$ cat config.mk
export PLATFORM = sky130hd
export DESIGN_NAME = vec_splitter
export DESIGN_NICKNAME = d
export VERILOG_FILES = /design/src/rtl/vec_mmio_pkg.sv /design/src/rtl/vec_lane_mux.sv /design/src/rtl/vec_splitter.sv
export SDC_FILE = /design/constraint.sdc
export NUM_CORES = 1
export LEC_CHECK = 0
export CORE_UTILIZATION = 48
export CTS_CLUSTER_SIZE = 28
export DETAILED_ROUTE_END_ITERATION = 6
export GPL_ROUTABILITY_DRIVEN = 1
export PLACE_DENSITY = 0.86
export SLEW_MARGIN = 10
export SYNTH_ARGS = -nofsm -noshare
export SYNTH_HDL_FRONTEND = slang
export SYNTH_SLANG_ARGS = --single-unit
$ cat constraint.sdc
create_clock -name clk -period 2.16 [get_ports clk]
set_input_delay 0.216 -clock clk [delete_from_list [all_inputs] [get_ports clk]]
set_output_delay 0.216 -clock clk [all_outputs]
set_load 0.01 [all_outputs]
$ cat src/rtl/vec_mmio_pkg.sv
// vec_mmio_pkg: address map, geometry and FSM state type for the vector-to-scalar bridge.
package vec_mmio_pkg;
  localparam logic [15:0] CMD_ADDR    = 16'd265;
  localparam logic [15:0] STATUS_ADDR = 16'd266;
  localparam logic [15:0] LANE_BASE   = 16'd272;
  localparam int LANES    = 8;
  localparam int LANE_W   = 32;
  localparam int VEC_W    = 256;
  localparam int NUM_VECS = 3;
  localparam int TIMEOUT  = 15;
  localparam int TMO_W    = $clog2(TIMEOUT);
  typedef enum logic [1:0] {IDLE, REQ, DONE} split_state_t;
endpackage

$ cat src/rtl/vec_lane_mux.sv
// vec_lane_mux: selects one 32-bit lane out of the captured 256-bit vector.
module vec_lane_mux
  import vec_mmio_pkg::*;
(
  input  logic [VEC_W-1:0]  vec,
  input  logic [2:0]        sel,
  output logic [LANE_W-1:0] lane
);
  assign lane = vec[sel*LANE_W +: LANE_W];
endmodule

$ cat src/rtl/vec_splitter.sv
// vec_splitter: fetches a vector on a CMD write and exposes it as read-only scalar lanes plus status.
module vec_splitter
  import vec_mmio_pkg::*;
(
  input  logic              clk,
  input  logic              rst_n,
  input  logic [15:0]       addr,
  input  logic              memWrite,
  input  logic [31:0]       wrData,
  output logic [31:0]       rdData,
  output logic              rdHit,
  output logic [15:0]       vecAddr,
  output logic              vecRdReq,
  input  logic              vecRdAck,
  input  logic [VEC_W-1:0]  vecData,
  output logic              busy
);
  split_state_t state, nstate;
  logic [TMO_W-1:0] tmo_cnt;
  logic [VEC_W-1:0] buffer;
  logic [LANE_W-1:0] lane;
  logic wr_cmd, wr_stat, idx_ok, start, tmo_last, lane_hit;
  logic valid, err_idx, err_tmo, err_ovr;
  assign wr_cmd   = memWrite && addr == CMD_ADDR;
  assign wr_stat  = memWrite && addr == STATUS_ADDR;
  assign idx_ok   = wrData < 32'(NUM_VECS);
  assign start    = state != REQ && wr_cmd && idx_ok;
  assign tmo_last = tmo_cnt == TMO_W'(TIMEOUT - 1);
  assign lane_hit = addr >= LANE_BASE && addr < LANE_BASE + 16'(LANES);
  always_ff @(posedge clk or negedge rst_n)
    if (!rst_n) state <= IDLE;
    else state <= nstate;
  always_comb
    nstate = state == REQ ? (vecRdAck ? DONE : tmo_last ? IDLE : REQ) : start ? REQ : state;
  always_comb begin
    busy     = state == REQ;
    vecRdReq = state == REQ;
  end
  // Error bits: a set on the same edge as a STATUS write takes priority over the clear.
  always_ff @(posedge clk or negedge rst_n)
    if (!rst_n) begin
      vecAddr <= '0;
      buffer  <= '0;
      tmo_cnt <= '0;
      valid   <= 1'b0;
      err_idx <= 1'b0;
      err_tmo <= 1'b0;
      err_ovr <= 1'b0;
    end else begin
      if (start) begin
        vecAddr <= wrData[15:0];
        valid   <= 1'b0;
        tmo_cnt <= '0;
      end
      if (busy && vecRdAck) begin
        buffer <= vecData;
        valid  <= 1'b1;
      end
      if (busy && !vecRdAck) tmo_cnt <= tmo_cnt + 1'b1;
      err_idx <= (state != REQ && wr_cmd && !idx_ok) || (err_idx && !wr_stat);
      err_tmo <= (busy && !vecRdAck && tmo_last) || (err_tmo && !wr_stat);
      err_ovr <= (busy && wr_cmd) || (err_ovr && !wr_stat);
    end
  vec_lane_mux u_mux (
    .vec  (buffer),
    .sel  (3'(addr - LANE_BASE)),
    .lane (lane)
  );
  assign rdHit = addr == CMD_ADDR || addr == STATUS_ADDR || lane_hit;
  always_comb
    rdData = addr == CMD_ADDR    ? {16'b0, vecAddr} :
             addr == STATUS_ADDR ? {27'b0, err_ovr, err_tmo, err_idx, valid, busy} :
             lane_hit            ? lane : '0;
endmodule

# Word level (Yosys, flattened, before mapping)
# Index checks and enable logic that the tools add are counted.
# op_classes
n_addsub,2
shifts,1
eq_ne,5
n_reduce_logical,24
muxes,11
multipliers,0
n_bitwise,0
order_cmp,3
n_div,0
# op_table
operator,count
variable part select 256 x 9 -> 32 bit,1
2-to-1 mux 32 bit,3
equality test 16 x 9 -> 1 bit (second input constant),2
less-than comparator 32 x 2 -> 1 bit (second input constant),1
greater-or-equal comparator 16 x 9 -> 1 bit (second input constant),1
less-than comparator 16 x 9 -> 1 bit (second input constant),1
logical AND 1 bit,13
2-to-1 mux 4 bit,2
2-to-1 mux 2 bit,3
nonzero test 2 bit,3
logical OR 1 bit,5
adder 4 x 1 -> 4 bit (second input constant),1
equality test 4 bit (second input constant),1
logical NOT 1 bit,3
2-to-1 mux 1 bit,3
subtractor 3 x 1 -> 3 bit (second input constant),1
equality test 2 x 1 -> 1 bit (second input constant),1
!= test 2 x 1 -> 1 bit (second input constant),1
# totals
ff_bits,282
ramBits,0
latchBits,0
out_inout_bits,51
n_memories,0
romBits,0

# Logic depth before layout (Yosys ltp)
# Gate-level depths: netlist (run 1).
# logic_depth
word_depth,6
mapped_depth,8
ltp_nobuf,6

# By module
# A second synthesis (run 1) with hierarchy kept.
# unflattened
hier_cells,814
area_unflattened_um2,12993.7
# modules_own_cells
mod,seq_area_each_um2,cells_each,n_inst,area_each_um2
vec_splitter,7056.8,700,1,10920.5
vec_lane_mux,0.0,114,1,2073.2

# Least setup slack after synthesis (run 1)
# OpenSTA, ideal clock, no wires.
# synth_timing
path_kind,input to register
startpoint,input addr[6]
endpoint,register vecAddr[0]
required_time_ps,2033
path_buffers,2
cell_stages,7
setup_time_ps,127
t_arrival_ps,1642
setup_slack_ps,390
cell_sequence,nor4b_2 and3_1 buf_4 and4b_1 and4_1 buf_4 mux2_1
# synth_via
elab_chain_len,4
# synth_rtl
item,line_no,rtl
"start, declared",vec_splitter.sv:7,"input logic [15:0] addr,"
equality test 16 x 9 -> 1 bit,vec_splitter.sv:24,assign wr_cmd = memWrite && addr == CMD_ADDR;
logical AND 1 bit,vec_splitter.sv:24,
logical AND 1 bit (2 in a row),vec_splitter.sv:27,assign start = state != REQ && wr_cmd && idx_ok;
"end signal, assigned",vec_splitter.sv:51,vecAddr <= wrData[15:0];
"end, declared",vec_splitter.sv:12,"output logic [15:0] vecAddr,"
# No other way between the ends.
# A chain may end at the register's enable or synchronous reset.

# Worst setup path after layout (run 1)
# layout_timing
startpoint,register buffer[100]
endpoint,output rdData[4]
# layout_via
elab_chain_len,4
# layout_rtl
item,line_no,rtl
"start, declared",vec_splitter.sv:20,logic [VEC_W-1:0] buffer;
"start signal, assigned",vec_splitter.sv:56,buffer <= vecData;
variable part select 256 x 9 -> 32 bit,vec_lane_mux.sv:9,assign lane = vec[sel*LANE_W +: LANE_W];
2-to-1 mux 32 bit,vec_splitter.sv:73,lane_hit ? lane : '0;
2-to-1 mux 32 bit,vec_splitter.sv:72,"addr == STATUS_ADDR ? {27'b0, err_ovr, err_tmo, err_idx, valid, busy} :"
2-to-1 mux 32 bit,vec_splitter.sv:71,"rdData = addr == CMD_ADDR ? {16'b0, vecAddr} :"
"end, declared",vec_splitter.sv:10,"output logic [31:0] rdData,"
# No other way between the ends.

==> impl_metrics.py, run 1 <==
metrics = {
    "run_status": {
        "status": "completed",
    },
    "yosys": {
        "syn-instance-count": 840,
        "ys_seq_area_frac": 0.553,
        "syn_nets": 1150,
        "synth_warnings": 0,
        "synth_largest_area_cell": "dfrtp_1",
        "synth_area_um2": 12800,
        "synth_top_area_frac": 0.553,
        "yosys-top-cells-area": "dfrtp_1 55%, mux2_2 23%, mux4_2 10%, mux2i_1 2.9%, buf_2 1.2%",
        "ys_types": 37,
        "ys_dominant_reg_cell": "dfrtp_1",
        "ys_async_sr_fraction": 1.00,
        "synth-edff-count": 0,
        "syn_avg_cell_area_um2": 15.2,
        "synth-seq-cells": 282,
    },
    "route": {
        "vias_per_cell": 5.50,
        "drt_iter0_drc": 454,
        "remaining_drc_errors": 0,
        "drt_wl_total_um": 34900,
        "num_vias": 8835,
        "final_antenna_net_count": 0,
        "dr.pass1.iters": 4,
        "avgRoutedWirePerCell_um": 21.7,
    },
    "placement": {
        "place.gp.congestion": 0.928,
        "portBuffers": 358,
        "dp.cells": 1531,
        "placed_area_um2": 17100,
        "dp_hpwl_um": 25800,
    },
    "timing": {
        "hold_viol": 0,
        "min_period_ps": 2110,
        "setup_viol": 0,
        "rsz0062_at_grt": "true",
        "finClkSkew_ps": 24.8,
        "slew-limit-headroom": 0.724,
        "max_clock_freq_ghz": 0.474,
        "worst_pin_slew_ps": 414,
        "final.period_utilization": 0.977,
        "finalMaxSlewViolations": 0,
        "final.setup.tns_ps": 0,
    },
    "pwr": {
        "p_total_uw": 11800,
        "p_per_area_nw_per_um2": 646,
        "leakagePower_uw": 0.00879,
        "ir_worst_vdd_v": 0.000623,
    },
    "finish": {
        "nets": 1550,
        "final_common_cell": "clkdlybuf4s50_1",
        "fin_cells": 1605,
        "final_cell_mix": "306 x clkdlybuf4s50_1, 282 x dfrtp_1, 256 x mux2_2",
        "final_area_um2": 18300,
        "area_delta_synth_final_pct": 43.1,
        "drive_gt1_frac": 0.378,
        "fillers": 1757,
    },
    "worst_setup_path": {
        "cp_slowest_cell": "mux4_2",
        "cp.arrival_ps": 1900,
        "critPathMaxStageDelay_ps": 480,
        "cp-end-kind": "output port",
        "path_cells": "mux4_2 -> o21ai_1 -> a31oi_1 -> buf_4 -> buf_6",
        "start_kind": "flip-flop",
        "crit_required_ps": 1940,
        "critPathKind": "flip-flop to output port",
        "cp_max_fo": 2,
    },
    "floorplanning": {
        "dieWidth_um": 165,
        "coreArea_um2": 26100,
        "initial_utilization": 0.490,
        "fp.dieH_um": 165,
        "ioPinCount": 359,
        "dieArea_um2": 27200,
        "rows": 59,
    },
    "global_route": {
        "track_usage": 0.259,
        "grt_pass1_vias": 9809,
        "grt_max_degree": 65,
        "grt_pass1_wl_um": 53500,
        "antenna_found_initial": 6,
        "grt_overflow": 0,
    },
    "clock_tree": {
        "htree_levels": 1,
        "cts.sinks": 282,
        "clk_pin_slew_worst_paths_ps": 60,
        "cts_max_path_buffers": 3,
        "clk-insertion-delay-late_ps": 560,
        "cts_root_buf": "clkbuf_16",
        "numCtsBuffers": 31,
        "cts_tree": "yes",
    },
    "worst_hold_path": {
        "hold_class": "input pin to asynchronous set/reset pin",
    },
    "flow_run": {
        "drv_cap": 0,
    },
}
routing by layer:
layer,global-route usage,vias up,part of all wire
li1,-,3919,-
met5,0,-,0.0012
met1,0.306,4502,0.38
met2,0.453,326,0.51
met4,0.101,6,0.033
met3,0.0637,82,0.075
critical path: cells and delay by family (launching register included):
family | cells | cell delay (ps)
mux | 1 | 480
flops | 1 | 370
buf+inv | 2 | 270
compound gates | 2 | 240
power by group:
part,internal [µW],leakage (µW),total (µW),switching (µW)
registers,5280,0.00394,5290,1.48
logic,601,0.00433,930,328
clock network,3490,0.000523,5580,2080
worst paths after layout:
path	start	slack [ps]	cells after the start	endpoint
min	rst_n	160	2	vecAddr[14]$_DFFE_PN0P_
max reg2reg	state[0]$_DFFE_PN0P_	310	6	buffer[105]$_DFFE_PN0P_
max in group asynchronous	rst_n	1280	3	buffer[128]$_DFFE_PN0P_
max	buffer[100]$_DFFE_PN0P_	50	5	rdData[4]
min in group clk	vecData[118]	270	2	buffer[118]$_DFFE_PN0P_
min reg2reg	buffer[118]$_DFFE_PN0P_	500	1	buffer[118]$_DFFE_PN0P_
metrics by stage:
step	hold WS (ps)	setup WS, ps	utilization
after floorplan	-79.6	390	-
final	164	49.0	0.701
after detailed placement	162	-546	0.658
after global routing	200	-41.3	0.701
after global placement	156	-507	0.658
after CTS	180	0.0868	0.701
cells in the mapped netlist, drive strengths merged, types with 3 or more instances:
library cell  count
nand2            24
nor2             23
buf              47
nor2b            18
nand3             5
mux4             59
dfrtp           282
nor3              3
nor3b             3
a221oi            5
a31oi             6
clkbuf           10
o21ai            24
nand4             9
mux2i            37
nor4              8
mux2            258
sequential cells by signal (all words and copies together), names as in the netlist:
| signal | flops |
|---|---|
| buffer | 256 |
| vecAddr | 16 |
| tmo_cnt | 4 |
| state | 2 |
| err_idx | 1 |
| err_tmo | 1 |
| valid | 1 |
| err_ovr | 1 |
kinds of logic (layout without fill, tap and decap cells):
logic type,Yosys count,count (layout),synth area share
mux,354,354,0.361
flops,282,282,0.553
simple gates,104,104,0.0442
buf+inv,59,482,0.0224
compound gates,39,39,0.0178
fa+ha+maj,2,2,0.00196
other cells,0,7,0
area by class of cell:
| type | count | area (µm²) | share of cell area |
|---|---|---|---|
| inverters | 2 | 7.51 | 0.000411 |
| multi-input cells | 499 | 5510 | 0.302 |
| flip-flops and latches | 282 | 7060 | 0.386 |
| diodes | 7 | 17.5 | 0.000959 |
| repair buffers | 424 | 4180 | 0.229 |
| clock buffers | 47 | 876 | 0.0479 |
| clock inverters | 9 | 203 | 0.0111 |
| well taps | 335 | 419 | 0.0229 |
what timing repair did:
item                                    CTS  global route
pin swaps                                 9             7
endpoints found under the setup margin   35            31
hold buffers                              1             0
gates resized for setup                 130            34
endpoints found under the hold margin   175             0
setup buffers                             9             1
(Power assumes the default switching activity.)
==> inputs of run 2 (changes only) <==
--- a/config.mk
+++ b/config.mk
@@ -9,6 +9,7 @@
 export CTS_CLUSTER_SIZE = 28
 export DETAILED_ROUTE_END_ITERATION = 6
 export GPL_ROUTABILITY_DRIVEN = 1
+export HOLD_SLACK_MARGIN = 0.15
 export PLACE_DENSITY = 0.86
 export SLEW_MARGIN = 10
 export SYNTH_ARGS = -nofsm -noshare
==> results of run 2 <==
Final layout, timing and power as in run 1 (identical DEF).
==> inputs of run 3 (changes only) <==
--- a/config.mk
+++ b/config.mk
@@ -5,12 +5,12 @@
 export SDC_FILE = /design/constraint.sdc
 export NUM_CORES = 1
 export LEC_CHECK = 0
-export CORE_UTILIZATION = 48
+export CORE_UTILIZATION = 44
 export CTS_CLUSTER_SIZE = 28
 export DETAILED_ROUTE_END_ITERATION = 6
 export GPL_ROUTABILITY_DRIVEN = 1
 export HOLD_SLACK_MARGIN = 0.15
-export PLACE_DENSITY = 0.86
+export PLACE_DENSITY = 0.83
 export SLEW_MARGIN = 10
 export SYNTH_ARGS = -nofsm -noshare
 export SYNTH_HDL_FRONTEND = slang
==> constraint.sdc (replaced) <==
create_clock -name clk -period 1.7 [get_ports clk]
set_input_delay 0.17 -clock clk [delete_from_list [all_inputs] [get_ports clk]]
set_output_delay 0.17 -clock clk [all_outputs]
set_load 0.01 [all_outputs]
==> impl_metrics.py, run 3 (synthesis gave the netlist of run 1 again) <==
metrics = {
    "floorplanning": {
        "fp.dieH_um": 172,
        "initial_utilization": 0.453,
        "coreArea_um2": 28200,
        "ioPinCount": 359,
        "rows": 61,
        "dieWidth_um": 172,
        "dieArea_um2": 29700,
    },
    "global_route": {
        "grt_pass1_vias": 9596,
        "track_usage": 0.238,
        "grt_pass1_wl_um": 52700,
        "grt_overflow": 0,
        "antenna_found_initial": 4,
        "grt_max_degree": 66,
    },
    "timing": {
        "slew-limit-headroom": 0.588,
        "min_period_ps": 2090,
        "hold_viol": 0,
        "finClkSkew_ps": 15.1,
        "worst_pin_slew_ps": 616,
        "rsz0062_at_grt": "true",
        "final.period_utilization": 1.23,
        "finalMaxSlewViolations": 0,
        "setup_viol": 33,
        "finalWorstSetupSlack_ps": -391,
        "max_clock_freq_ghz": 0.478,
    },
    "finish": {
        "final_cell_mix": "299 x clkdlybuf4s50_1, 282 x dfrtp_1, 156 x mux2_4",
        "largest_reg_flops": 256,
        "nets": 1615,
        "area_delta_synth_final_pct": 56.5,
        "fin_cells": 1704,
        "fillers": 1723,
        "top_regs": "buffer x256, vecAddr x16, tmo_cnt x4",
        "final_common_cell": "clkdlybuf4s50_1",
        "largest-register": "buffer",
        "postLayoutCoreUtil": 0.709,
        "drive_gt1_frac": 0.430,
    },
    "route": {
        "final_antenna_net_count": 0,
        "drt_wl_total_um": 40800,
        "avgRoutedWirePerCell_um": 23.9,
        "num_vias": 9326,
        "remaining_drc_errors": 1,
        "vias_per_cell": 5.47,
        "dr.pass1.iters": 6,
        "drt_iter0_drc": 507,
    },
    "pwr": {
        "p_comb_frac": 0.085,
        "p_sw_uw": 3050,
        "leakagePower_uw": 0.00997,
        "p_per_area_nw_per_um2": 721,
        "clockPowerShare": 0.449,
        "internal-power_uw": 11400,
        "ir_worst_vdd_v": 0.000950,
        "power_frac_seq": 0.466,
        "swShare": 0.212,
    },
    "flow_run": {
        "drv_cap": 0,
    },
    "placement": {
        "dp.cells": 1585,
        "portBuffers": 358,
        "dp_hpwl_um": 26000,
        "post-place-ws_ps": -904,
        "place.gp.congestion": 0.885,
    },
    "worst_setup_path": {
        "cp_slowest_cell": "mux4_2",
        "cp.arrival_ps": 1920,
        "crit_family": "multiplexers",
        "crit_cells": 5,
        "critPathKind": "flip-flop to output port",
        "cp-end-kind": "output port",
        "ff2ff_path_depth": 7,
        "cp_max_fo": 2,
        "critPathMaxStageDelay_ps": 460,
        "path_cells": "mux4_2 -> mux2i_1 -> buf_4 -> nor2_2 -> buf_2",
        "crit_required_ps": 1530,
        "start_kind": "flip-flop",
        "cp_num_buf_inv": 2,
    },
    "clock_tree": {
        "htree_levels": 1,
        "cts_max_path_buffers": 3,
        "cts_root_buf": "clkbuf_16",
        "clk_pin_slew_worst_paths_ps": 60,
        "numCtsBuffers": 30,
        "cts.sinks": 282,
        "clk-insertion-delay-late_ps": 550,
        "cts_tree": "yes",
    },
    "worst_hold_path": {
        "hold_depth": 2,
        "hold_class": "input pin to flip-flop",
    },
    "run_status": {
        "violations": "DRC, setup timing",
        "status": "finished, violations left",
    },
}
run 3: changes by cell type in the layout (fill, tap and decap cells not counted), sizes merged, moves of 2 or more:
cell,previous run,this run
bufinv,6,2
inv,4,2
buf,88,146
clkdlybuf4s15,7,5
clkinv,1,3
dlygate4sd2,8,5
diode,7,2
clkbuf,57,72
clkdlybuf4s50,306,299
run 3: through the flow:
stage                     instance area, µm²  hold slack, ps  total power (µW)  setup TNS, ps
after global routing                   20000             219             14900         -12080
after global placement                 17300             105              8030         -35270
after detailed placement               17300             110              8030         -37310
after floorplan                        12800            -126              7020              0
after CTS                              18500             206             14500          -9890
final                                  20000             230             14400          -9070
run 3: area by class of cell:
| cell class | count | area [µm²] | area share |
|---|---|---|---|
| sequential | 282 | 7060 | 0.353 |
| inverter | 2 | 10.0 | 0.000501 |
| clock buffer | 45 | 888 | 0.0445 |
| multi-input combinational | 500 | 6220 | 0.311 |
| timing repair buffer | 489 | 5240 | 0.262 |
| clock inverter | 6 | 82.6 | 0.00413 |
| antenna | 2 | 5.00 | 0.000251 |
| tap | 378 | 473 | 0.0237 |
run 3: layer usage:
layer	share of wire	global-route usage
met5	0.00066	0
met4	0.043	0.103
met2	0.50	0.415
met3	0.062	0.0554
met1	0.39	0.281
run 3: path summary, 6_finish.rpt:
check                                   startpoint                 endpoint  slack (ps)
max reg2reg                   state[1]$_DFFE_PN0P_   buffer[81]$_DFFE_PN0P_          20
min                                    vecData[93]   buffer[93]$_DFFE_PN0P_         230
max in group asynchronous                    rst_n   buffer[47]$_DFFE_PN0P_         340
min in group asynchronous                    rst_n  vecAddr[10]$_DFFE_PN0P_         680
max                        buffer[147]$_DFFE_PN0P_               rdData[19]        -390
min reg2reg                buffer[254]$_DFFE_PN0P_  buffer[254]$_DFFE_PN0P_         500
run 3: power groups by stage:
| stage | clock network (µW) | registers, µW | logic (µW) |
|---|---|---|---|
| after CTS | 6550 | 6720 | 1210 |
| after global routing | 6860 | 6710 | 1310 |
| after detailed placement | 0 | 6840 | 1200 |
| after floorplan | 0 | 6840 | 184 |
| final | 6460 | 6720 | 1230 |
| after global placement | 0 | 6840 | 1190 |
run 3: timing repair:
item	CTS	global route
hold buffers	2	0
endpoints found under the hold margin	282	0
endpoints found under the setup margin	50	276
cloned	2	29
pin swaps	10	11
setup buffers	18	18
resized for setup	212	216
